--- src/rtl/socket_pkg.sv ---
//==============================================================================
// Module      : socket_pkg
// Description : Shared types and helpers for the socket round-robin arbiter.
//               - arb_state_t : arbiter FSM state encoding
//               - rr_pick     : rotate-priority search over a request vector
// Revision    : 1.0 - initial release
//==============================================================================
`default_nettype none

package socket_pkg;

    // Default data word width of the socket stream.
    localparam int DATA_WITH_DEF = 8;

    // Widest request vector the rotate-priority helper supports.
    localparam int c_max_req = 16;
    localparam int c_idx_w   = 4;

    typedef enum logic [0:0] {
        IDLE  = 1'b0,
        GRANT = 1'b1
    } arb_state_t;

    typedef struct packed {
        logic               found;
        logic [c_idx_w-1:0] idx;
    } rr_pick_t;

    // Returns the first set bit of req[n-1:0], searching upward from ptr and
    // wrapping from n-1 back to 0. ptr must be below n.
    function automatic rr_pick_t rr_pick(
        input logic [c_max_req-1:0] req,
        input logic [c_idx_w-1:0]   ptr,
        input int                   n
    );
        rr_pick_t res;
        int       k;
        res = '0;
        for (int i = 0; i < c_max_req; i++) begin
            if ((i < n) && !res.found) begin
                k = int'(ptr) + i;
                if (k >= n) begin
                    k = k - n;
                end
                if (req[k[c_idx_w-1:0]]) begin
                    res.found = 1'b1;
                    res.idx   = k[c_idx_w-1:0];
                end
            end
        end
        return res;
    endfunction

endpackage

`default_nettype wire

--- src/rtl/rr_priority_sel.sv ---
//==============================================================================
// Module      : rr_priority_sel
// Description : Combinational rotate-priority encoder. Finds the first active
//               request at or above the pointer, wrapping N_REQ-1 -> 0.
// Ports       : i_req   [N_REQ]  request vector (1 = requesting)
//               i_ptr   [IDX_W]  highest-priority index this cycle
//               o_idx   [IDX_W]  index of the selected requester
//               o_valid [1]      at least one request is active
// Revision    : 1.0 - initial release
//==============================================================================
`default_nettype none

module rr_priority_sel
    import socket_pkg::*;
#(
    parameter int N_REQ = 4,
    parameter int IDX_W = 2
) (
    input  logic [N_REQ-1:0] i_req,
    input  logic [IDX_W-1:0] i_ptr,
    output logic [IDX_W-1:0] o_idx,
    output logic             o_valid
);

    logic [c_max_req-1:0] w_req_ext;
    logic [c_idx_w-1:0]   w_ptr_ext;
    rr_pick_t             w_pick;

    // Widen to the helper's fixed interface; unused high requests stay zero
    // and are never visited because the search is bounded by N_REQ.
    always_comb begin
        w_req_ext = c_max_req'(i_req);
        w_ptr_ext = c_idx_w'(i_ptr);
        w_pick    = rr_pick(w_req_ext, w_ptr_ext, N_REQ);
    end

    assign o_idx   = IDX_W'(w_pick.idx);
    assign o_valid = w_pick.found;

endmodule

`default_nettype wire

--- src/rtl/socket_rr_arbiter.sv ---
//==============================================================================
// Module      : socket_rr_arbiter
// Description : Round-robin arbiter sharing one downstream socket among N_REQ
//               upstream socket FIFOs. Grants one requester at a time, reads
//               it in bursts of up to BURST words, pauses while the
//               downstream is almost full and forwards the returned words on
//               a single registered stream.
// Ports       : i_clk      [1]               clock, rising edge
//               i_rst      [1]               reset, asynchronous, active-low
//               i_empty    [N_REQ]           per-requester FIFO empty flag
//               i_data     [N_REQ*DATA_WITH] requester k at [k*DATA_WITH +: DATA_WITH]
//               i_dv       [N_REQ]           per-requester data valid
//               i_full     [1]               downstream almost-full
//               o_rd_en    [N_REQ]           per-requester read enable (one-hot or zero)
//               o_data     [DATA_WITH]       arbitrated data word, registered
//               o_dv       [1]               o_data valid / downstream write enable
//               o_grant    [$clog2(N_REQ)]   current or last granted requester
//               o_busy     [1]               high while in GRANT
//               o_word_cnt [N_REQ*16]        per-requester forwarded-word counters
//                                            (only with SOCKET_ARB_STATS_EN)
// Build macro : SOCKET_ARB_STATS_EN - adds o_word_cnt and its counters
// Revision    : 1.0 - initial release
//==============================================================================
`default_nettype none

module socket_rr_arbiter
    import socket_pkg::*;
#(
    parameter int DATA_WITH = DATA_WITH_DEF,
    parameter int N_REQ     = 4,
    parameter int BURST     = 4
) (
    input  logic                       i_clk,
    input  logic                       i_rst,
    input  logic [N_REQ-1:0]           i_empty,
    input  logic [N_REQ*DATA_WITH-1:0] i_data,
    input  logic [N_REQ-1:0]           i_dv,
    input  logic                       i_full,
    output logic [N_REQ-1:0]           o_rd_en,
    output logic [DATA_WITH-1:0]       o_data,
    output logic                       o_dv,
    output logic [$clog2(N_REQ)-1:0]   o_grant,
    output logic                       o_busy
`ifdef SOCKET_ARB_STATS_EN
    ,
    output logic [N_REQ*16-1:0]        o_word_cnt
`endif
);

    localparam int c_gw = $clog2(N_REQ);
    localparam int c_cw = $clog2(BURST + 1);

    localparam logic [c_cw-1:0] c_burst    = c_cw'(BURST);
    localparam logic [c_cw-1:0] c_burst_m1 = c_cw'(BURST - 1);
    localparam logic [c_gw-1:0] c_last_req = c_gw'(N_REQ - 1);

    //--------------------------------------------------------------------------
    // State
    //--------------------------------------------------------------------------
    arb_state_t            r_state;
    logic [c_gw-1:0]       r_ptr;
    logic [c_gw-1:0]       r_grant;
    logic [c_cw-1:0]       r_cnt;

    logic [c_gw-1:0]       r_grant_d;
    logic                  r_rd_d;
    logic [DATA_WITH-1:0]  r_data;
    logic                  r_dv;

    //--------------------------------------------------------------------------
    // Arbitration
    //--------------------------------------------------------------------------
    logic [c_gw-1:0]       w_sel_idx;
    logic                  w_sel_valid;
    logic                  w_rd;
    logic                  w_last_rd;
    logic                  w_exit;
    logic [c_gw-1:0]       w_ptr_next;
    logic [DATA_WITH-1:0]  w_mux_data;
    logic                  w_mux_dv;

    rr_priority_sel #(
        .N_REQ (N_REQ),
        .IDX_W (c_gw)
    ) u_sel (
        .i_req   (~i_empty),
        .i_ptr   (r_ptr),
        .o_idx   (w_sel_idx),
        .o_valid (w_sel_valid)
    );

    assign w_rd = (r_state == GRANT) && !i_empty[r_grant] && !i_full
                  && (r_cnt < c_burst);

    // Leaving on the read that fills the burst (rather than one cycle later)
    // keeps a back-to-back burst at BURST reads plus one arbitration cycle.
    assign w_last_rd = w_rd && (r_cnt == c_burst_m1);

    assign w_exit = (r_state == GRANT)
                    && ((!i_full && i_empty[r_grant])
                        || (r_cnt >= c_burst)
                        || w_last_rd);

    assign w_ptr_next = (r_grant == c_last_req) ? '0 : r_grant + 1'b1;

    always_comb begin
        o_rd_en = '0;
        if (w_rd) begin
            o_rd_en[r_grant] = 1'b1;
        end
    end

    always_ff @(posedge i_clk or negedge i_rst) begin
        if (!i_rst) begin
            r_state <= IDLE;
            r_ptr   <= '0;
            r_grant <= '0;
            r_cnt   <= '0;
        end else begin
            case (r_state)
                IDLE: begin
                    if (w_sel_valid) begin
                        r_grant <= w_sel_idx;
                        r_cnt   <= '0;
                        r_state <= GRANT;
                    end
                end
                GRANT: begin
                    if (w_rd) begin
                        r_cnt <= r_cnt + 1'b1;
                    end
                    if (w_exit) begin
                        r_state <= IDLE;
                        r_ptr   <= w_ptr_next;
                    end
                end
                default: begin
                    r_state <= IDLE;
                end
            endcase
        end
    end

    //--------------------------------------------------------------------------
    // Output path
    //--------------------------------------------------------------------------
    // The word answering a read arrives one cycle later, so the source is
    // selected with the grant delayed by one cycle. Qualifying with the
    // delayed read strobe drops data-valid pulses that do not answer a read
    // issued since reset, so nothing in flight survives a reset.
    assign w_mux_data = i_data[int'(r_grant_d) * DATA_WITH +: DATA_WITH];
    assign w_mux_dv   = r_rd_d && i_dv[r_grant_d];

    always_ff @(posedge i_clk or negedge i_rst) begin
        if (!i_rst) begin
            r_grant_d <= '0;
            r_rd_d    <= 1'b0;
            r_data    <= '0;
            r_dv      <= 1'b0;
        end else begin
            r_grant_d <= r_grant;
            r_rd_d    <= w_rd;
            r_dv      <= w_mux_dv;
            if (w_mux_dv) begin
                r_data <= w_mux_data;
            end
        end
    end

    assign o_data  = r_data;
    assign o_dv    = r_dv;
    assign o_grant = r_grant;
    assign o_busy  = (r_state == GRANT);

    //--------------------------------------------------------------------------
    // Optional forwarded-word statistics
    //--------------------------------------------------------------------------
`ifdef SOCKET_ARB_STATS_EN
    for (genvar k = 0; k < N_REQ; k++) begin : g_stats
        logic [15:0] r_word_cnt;

        // Counts on the same edge that registers the word into o_data;
        // wraps naturally from 0xFFFF to 0.
        always_ff @(posedge i_clk or negedge i_rst) begin
            if (!i_rst) begin
                r_word_cnt <= '0;
            end else if (w_mux_dv && (r_grant_d == c_gw'(k))) begin
                r_word_cnt <= r_word_cnt + 16'd1;
            end
        end

        assign o_word_cnt[k*16 +: 16] = r_word_cnt;
    end
`endif

endmodule

`default_nettype wire

--- config.mk ---
export PLATFORM = sky130hd
export DESIGN_NAME = socket_rr_arbiter
export DESIGN_NICKNAME = d
export VERILOG_FILES = /design/src/rtl/socket_pkg.sv /design/src/rtl/rr_priority_sel.sv /design/src/rtl/socket_rr_arbiter.sv
export SDC_FILE = /design/constraint.sdc
export NUM_CORES = 1
export LEC_CHECK = 0
export BUFFER_PORTS_ARGS = -buffer_cell sky130_fd_sc_hd__buf_4
export CELL_PAD_IN_SITES_DETAIL_PLACEMENT = 0
export CELL_PAD_IN_SITES_GLOBAL_PLACEMENT = 2
export CORE_MARGIN = 4
export CORE_UTILIZATION = 27
export DETAILED_ROUTE_END_ITERATION = 12
export GPL_TIMING_DRIVEN = 0
export PLACE_DENSITY = 0.79
export SLEW_MARGIN = 20
export SYNTH_ARGS = -nofsm -noshare
export SYNTH_HDL_FRONTEND = slang
export SYNTH_HIERARCHICAL = 1
export SYNTH_SLANG_ARGS = --single-unit
--- constraint.sdc ---
create_clock -name i_clk -period 2.55 [get_ports i_clk]
set_clock_uncertainty 0.1 [all_clocks]
set_input_delay 0.51 -clock i_clk [delete_from_list [all_inputs] [get_ports i_clk]]
set_output_delay 0.51 -clock i_clk [all_outputs]
set_load 0.02 [all_outputs]
Word-level counts from Yosys, hierarchy flattened
Cells that the tools add are included.
Cells by class
  add/sub/neg operators: 9
  $lt $le $gt $ge: 13
  equality and inequality tests: 4
  shifts and indexed selects: 1
  multiplexer cells: 36
  bitwise operators: 2
  reduce and logical (&&, ||, !) cells: 15
Operators with widths (count)
  $ge 32x4->1 const B: 3
  $mux 5: 7
  $mux 4: 8
  $shiftx 32x6->8: 1
  $lt 4x5->1 const B: 4
  $bmux 1 s4: 4
  $sub 4x4->4 const B: 3
  $mux 1: 9
  $logic_and 1x1->1: 8
  $add 2x2->3 const B: 2
  $lt 2x3->1 const B: 2
  $mux 3: 2
  $pmux 3 s2: 1
  $reduce_and 2->1: 3
  $bmux 1 s2: 2
  $ne 2x1->1 const B: 2
  $not 4->4: 1
  $sub 2x3->4 const B: 1
  $add 2x1->3 const B: 1
  $add 3x1->3 const B: 1
  $eq 3x2->1 const B: 1
  $ge 2x3->1 const B: 1
  $ge 3x3->1 const B: 1
  $lt 3x3->1 const B: 1
  9 further kinds: 11
Storage, ports and cells
  flip-flop bits (word level): 20
  input bits: 43
  output and inout port bits: 16
  logic and storage cells: 88

Longest topological paths before layout
  depth after elaboration: 22
  depth in mapped cells: 9
  depth with buffers taken out: 8

Cells and area by module
Netlist, hierarchy kept.
By module, submodules not included
  socket_rr_arbiter: times used 1, cells each 87, area an instance 1203.7 µm², sequential area each 500.5 µm²
  rr_priority_sel: times used 1, cells each 30, area an instance 297.8 µm², sequential area each 0.0 µm²

Least setup slack after synthesis
No wires, ideal clock.
  path type: register -> register
  start: register r_ptr[0]
  end: register r_grant[1], in the netlist o_grant[1]
  setup time: 0.125 ns
  arrival time: 2.261 ns
  data required time: 2.325 ns
  path slack: 0.064 ns
  stages on the path, launching flop included: 9
  path buffers: 1
  period minus slack after synthesis: 2.486 ns
  cells stage by stage: dfrtp_1 > buf_6 > inv_1 > ha_1 > mux4_1 > nand2_1 > nor2_1 > a221o_1 > mux2_2
Between the ends
  longest elaborated chain between the ends: 12
  elaborated cells on any way between the ends: 34
  classes of those cells: add/sub: 7; order compare: 4; mux: 22; reduce/logical: 1
RTL lines
  start: declaration: RTL line socket_rr_arbiter.sv:61  | logic [c_gw-1:0] r_ptr;
  start signal: assignment: RTL line socket_rr_arbiter.sv:134  | r_ptr <= w_ptr_next;
  $add 2x1->3: RTL line socket_pkg.sv:41  | k = int'(ptr) + i;
  $ge 32x4->1 / $sub 4x4->4 (equally long branches): RTL line socket_pkg.sv:42, socket_pkg.sv:43
  $mux 4: RTL line socket_pkg.sv:42  | if (k >= n) begin
  $mux 4: RTL line socket_pkg.sv:40  | if ((i < n) && !res.found) begin
  $bmux 1 s4: RTL line socket_pkg.sv:45  | if (req[k[c_idx_w-1:0]]) begin
  $mux 1 (not written as such): RTL line socket_pkg.sv:45
  $mux 5: RTL line socket_pkg.sv:45
  $mux 5: RTL line socket_pkg.sv:40
  $mux 5: RTL line socket_pkg.sv:45
  $mux 5: RTL line socket_pkg.sv:40
  $mux 5: RTL line socket_pkg.sv:45
  $mux 5 *: RTL line socket_pkg.sv:40
  net w_sel_idx[1]: RTL line socket_rr_arbiter.sv:73  | logic [c_gw-1:0] w_sel_idx;
  end signal: assignment: RTL line socket_rr_arbiter.sv:123  | r_grant <= w_sel_idx;
  end: declaration: RTL line socket_rr_arbiter.sv:62  | logic [c_gw-1:0] r_grant;
The timed path passes the listed nets; every way through them passes the cells marked *. The select of a mux whose other input is x is not followed.
A chain may end at the register's enable or synchronous reset.

Worst setup path in the final report
Same ends and word-level chain as after synthesis.

==> flow_summary.yaml <==
synthesis:
  netlist_area_um2: 1500
  avgSynthCellArea_um2: 12.8
  synthMuxAreaShare: 0.332
  synth_xor_area_frac: 0
  synthAdderAreaFrac: 0.0833
  ys_warn_count: 6
  synth_top_family_by_area: "multiplexers"
  yosysSeqAreaShare: 0.333
  syn_nets: 170
  synth_cells: 117
  synth_edf_count: 0
  synth_cell_types: 36
  synth_compound_area_frac: 0.0775
  ys_ff_latch: 20
  synth_flop_cell: "dfrtp_1"
  synth-simple-area-share: 0.123
  synthArstFlopShare: 1.00
power:
  p_leak_uw: 0.00101
  ir_drop_mv: 0.460
  p_per_area_nw_per_um2: 1120
critical_path:
  slowest_delay_ps: 510
  cp.required_ps: 2590
  cp.arrival_ps: 2470
  startpoint_type: "register"
  cp_cell_sequence: "buf_6 -> clkinvlp_4 -> ha_4 -> mux4_2 -> nand2_2 -> nor2_1 -> a221o_1 -> mux2_2"
  critPathKind: "reg -> reg"
  crit_buf_inv: 2
  critPathCaptureType: "register"
  crit_family: "multiplexers"
  path_max_fanout: 7
  crit_slowest_cell: "mux4_2"
clock_network:
  htree_levels: 1
  root_buffer: "clkbuf_8"
  cts_made_buffers: 3
  cts_buffer_depth: 2
  tritoncts: "done"
  cts_hold_buf: 0
  clock_sinks: 20
  clk_latency_ps: 260
  cts.clk_slew.worst_paths_ps: 80
timing:
  setup_viol: 0
  hold_violations: 0
  drv_slew: 0
  min_period_over_period: 0.953
  clock.fmax_ghz: 0.411
  slew_headroom: 0.679
  rsz0062_at_grt: "true"
  worst_pin_slew_ps: 482
  fin_crit_ps: 2430
  setup_tns_ps: 0
floorplanning:
  start_util: 0.287
  dieArea_um2: 6820
  coreArea_um2: 5240
  rows: 26
  ioPinCount: 59
  die_w_um: 82.6
  die_h_um: 82.6
global_routing:
  track_usage: 0.114
  grt-ovfl-total: 0
  antenna_found_initial: 0
  grt_pass1_wl_mm: 5.95
  grt_max_degree: 21
  grt_pass1_vias: 1228
detailed_routing:
  ant_nets: 0
  drtIter0Drc: 30
  vias: 1207
  wl_per_cell_um: 15.1
  drt-total-wl_mm: 3.82
  drc_errors: 0
  dr.pass1.iters: 4
  vias_per_cell: 4.77
layout:
  final-seq-area_um2: 505
  area_growth_pct: 42.9
  multiInputGateArea_um2: 937
  nets: 237
  num_antenna_cells: 0
  fillCellCount: 511
  final_layout_size_suffix_gt1_frac: 0.612
  final_cell_count_no_fill: 253
place:
  dp_cells: 245
  place_hpwl_mm: 2.92
  port_buffers: 58
  place_congestion: 0.857
job:
  cap_violations: 0
min_path:
  hold_class: "in -> async"
run_status:
  status: "complete, no violations"
## flip-flops by register name, summed over array words and instances (netlist names)
signal and count:
o_busy 1, r_cnt 3, o_data 8, o_dv 1
r_rd_d 1, r_grant_d 2, o_grant 2, r_ptr 2
## area by class of cell
cell class	instances	area share
clock buffer	3	0.0192
sequential	20	0.236
inverter	14	0.0262
clock inverter	1	0.0140
buffer	3	0.0105
timing repair buffer	62	0.217
tap	70	0.0408
multi-input combinational	80	0.437
## final timing paths
kind,from,to,slack [ps],cells past startpoint
setup / recovery,r_ptr[0],o_grant[1],120,8
hold / removal,i_rst,o_data[0],20,1
setup reg to reg,r_ptr[0],o_grant[1],120,8
hold reg to reg,r_cnt[0],r_cnt[0],390,1
max in group asynchronous,i_rst,o_grant[0],2090,1
min in group i_clk,r_cnt[0],r_cnt[0],390,1
## cell usage in the layout (no fill, tap or decap), drive strengths merged
master / count
a211oi: 1
a21bo: 2
a21oi: 1
a221o: 1
a22o: 1
and2: 4
and4bb: 1
buf: 64
bufinv: 1
clkbuf: 4
clkinvlp: 1
dfrtp: 20
ha: 10
inv: 13
mux2: 15
mux2i: 3
mux4: 13
nand2: 8
nand2b: 3
nand3b: 1
nor2: 1
nor2b: 1
nor3b: 1
nor4: 1
o2111ai: 1
o211ai: 1
o221a: 1
o221ai: 1
o31ai: 2
o41ai: 1
or3: 2
or3b: 2
or4b: 1
## synthesized netlist by cell type (2+ instances only)
cell | instances | area share
or3b_2 | 2 | 0.012
and2_1 | 4 | 0.017
o31ai_1 | 2 | 0.010
a21bo_2 | 2 | 0.013
inv_1 | 14 | 0.035
mux4_1 | 2 | 0.035
ha_1 | 10 | 0.083
dfrtp_1 | 20 | 0.33
nand2b_1 | 3 | 0.013
mux4_2 | 11 | 0.17
mux2_2 | 14 | 0.10
mux2i_1 | 3 | 0.020
nand2_1 | 7 | 0.018
## power by group
group	internal, uW	switching (uW)	total (uW)
clock network	209	103	313
registers	470	138	608
logic	805	675	1480
total	1480	916	2400
## per-layer routing
layer	track usage	share of wire
met1	0.141	0.42
met3	0.0206	0.13
met2	0.197	0.45
met4	0.0392	0.0060
met5	0	0
## logic make-up (layout without fill, tap and decap cells)
logic type	count (synthesis)	after routing
mux	31	31
simple gates	26	26
flops	20	20
buf+inv	17	83
compound gates	13	13
fa+ha+maj	10	10
## worst reg2reg max path: stages (launching register included)
cell and delay (ps):
dfrtp_2 390, buf_6 150, clkinvlp_4 120, ha_4 310, mux4_2 510, nand2_2 110, nor2_1 40, a221o_1 330
mux2_2 260
## through the flow
| stage | power, uW | setup WS, ps | hold WS [ps] | utilization | area, um2 |
|---|---|---|---|---|---|
| 2_1_floorplan | 1590 | 63.9 | 114 | - | 1500 |
| 3_3_place_gp | 1980 | -140 | 297 | 0.387 | 2020 |
| 3_5_place_dp | 2010 | -119 | 307 | 0.387 | 2020 |
| 4_1_cts | 2400 | 35.0 | 20.0 | 0.408 | 2130 |
| 5_1_grt | 2600 | -18.1 | 17.5 | 0.410 | 2150 |
| 6_report | 2400 | 120 | 18.7 | 0.410 | 2150 |
## timing repair
action,CTS,global route
buffers inserted,3,1
resized for setup,4,4
pin swaps,1,2
endpoints found under the setup margin,7,6
(Power assumes the default switching activity.)
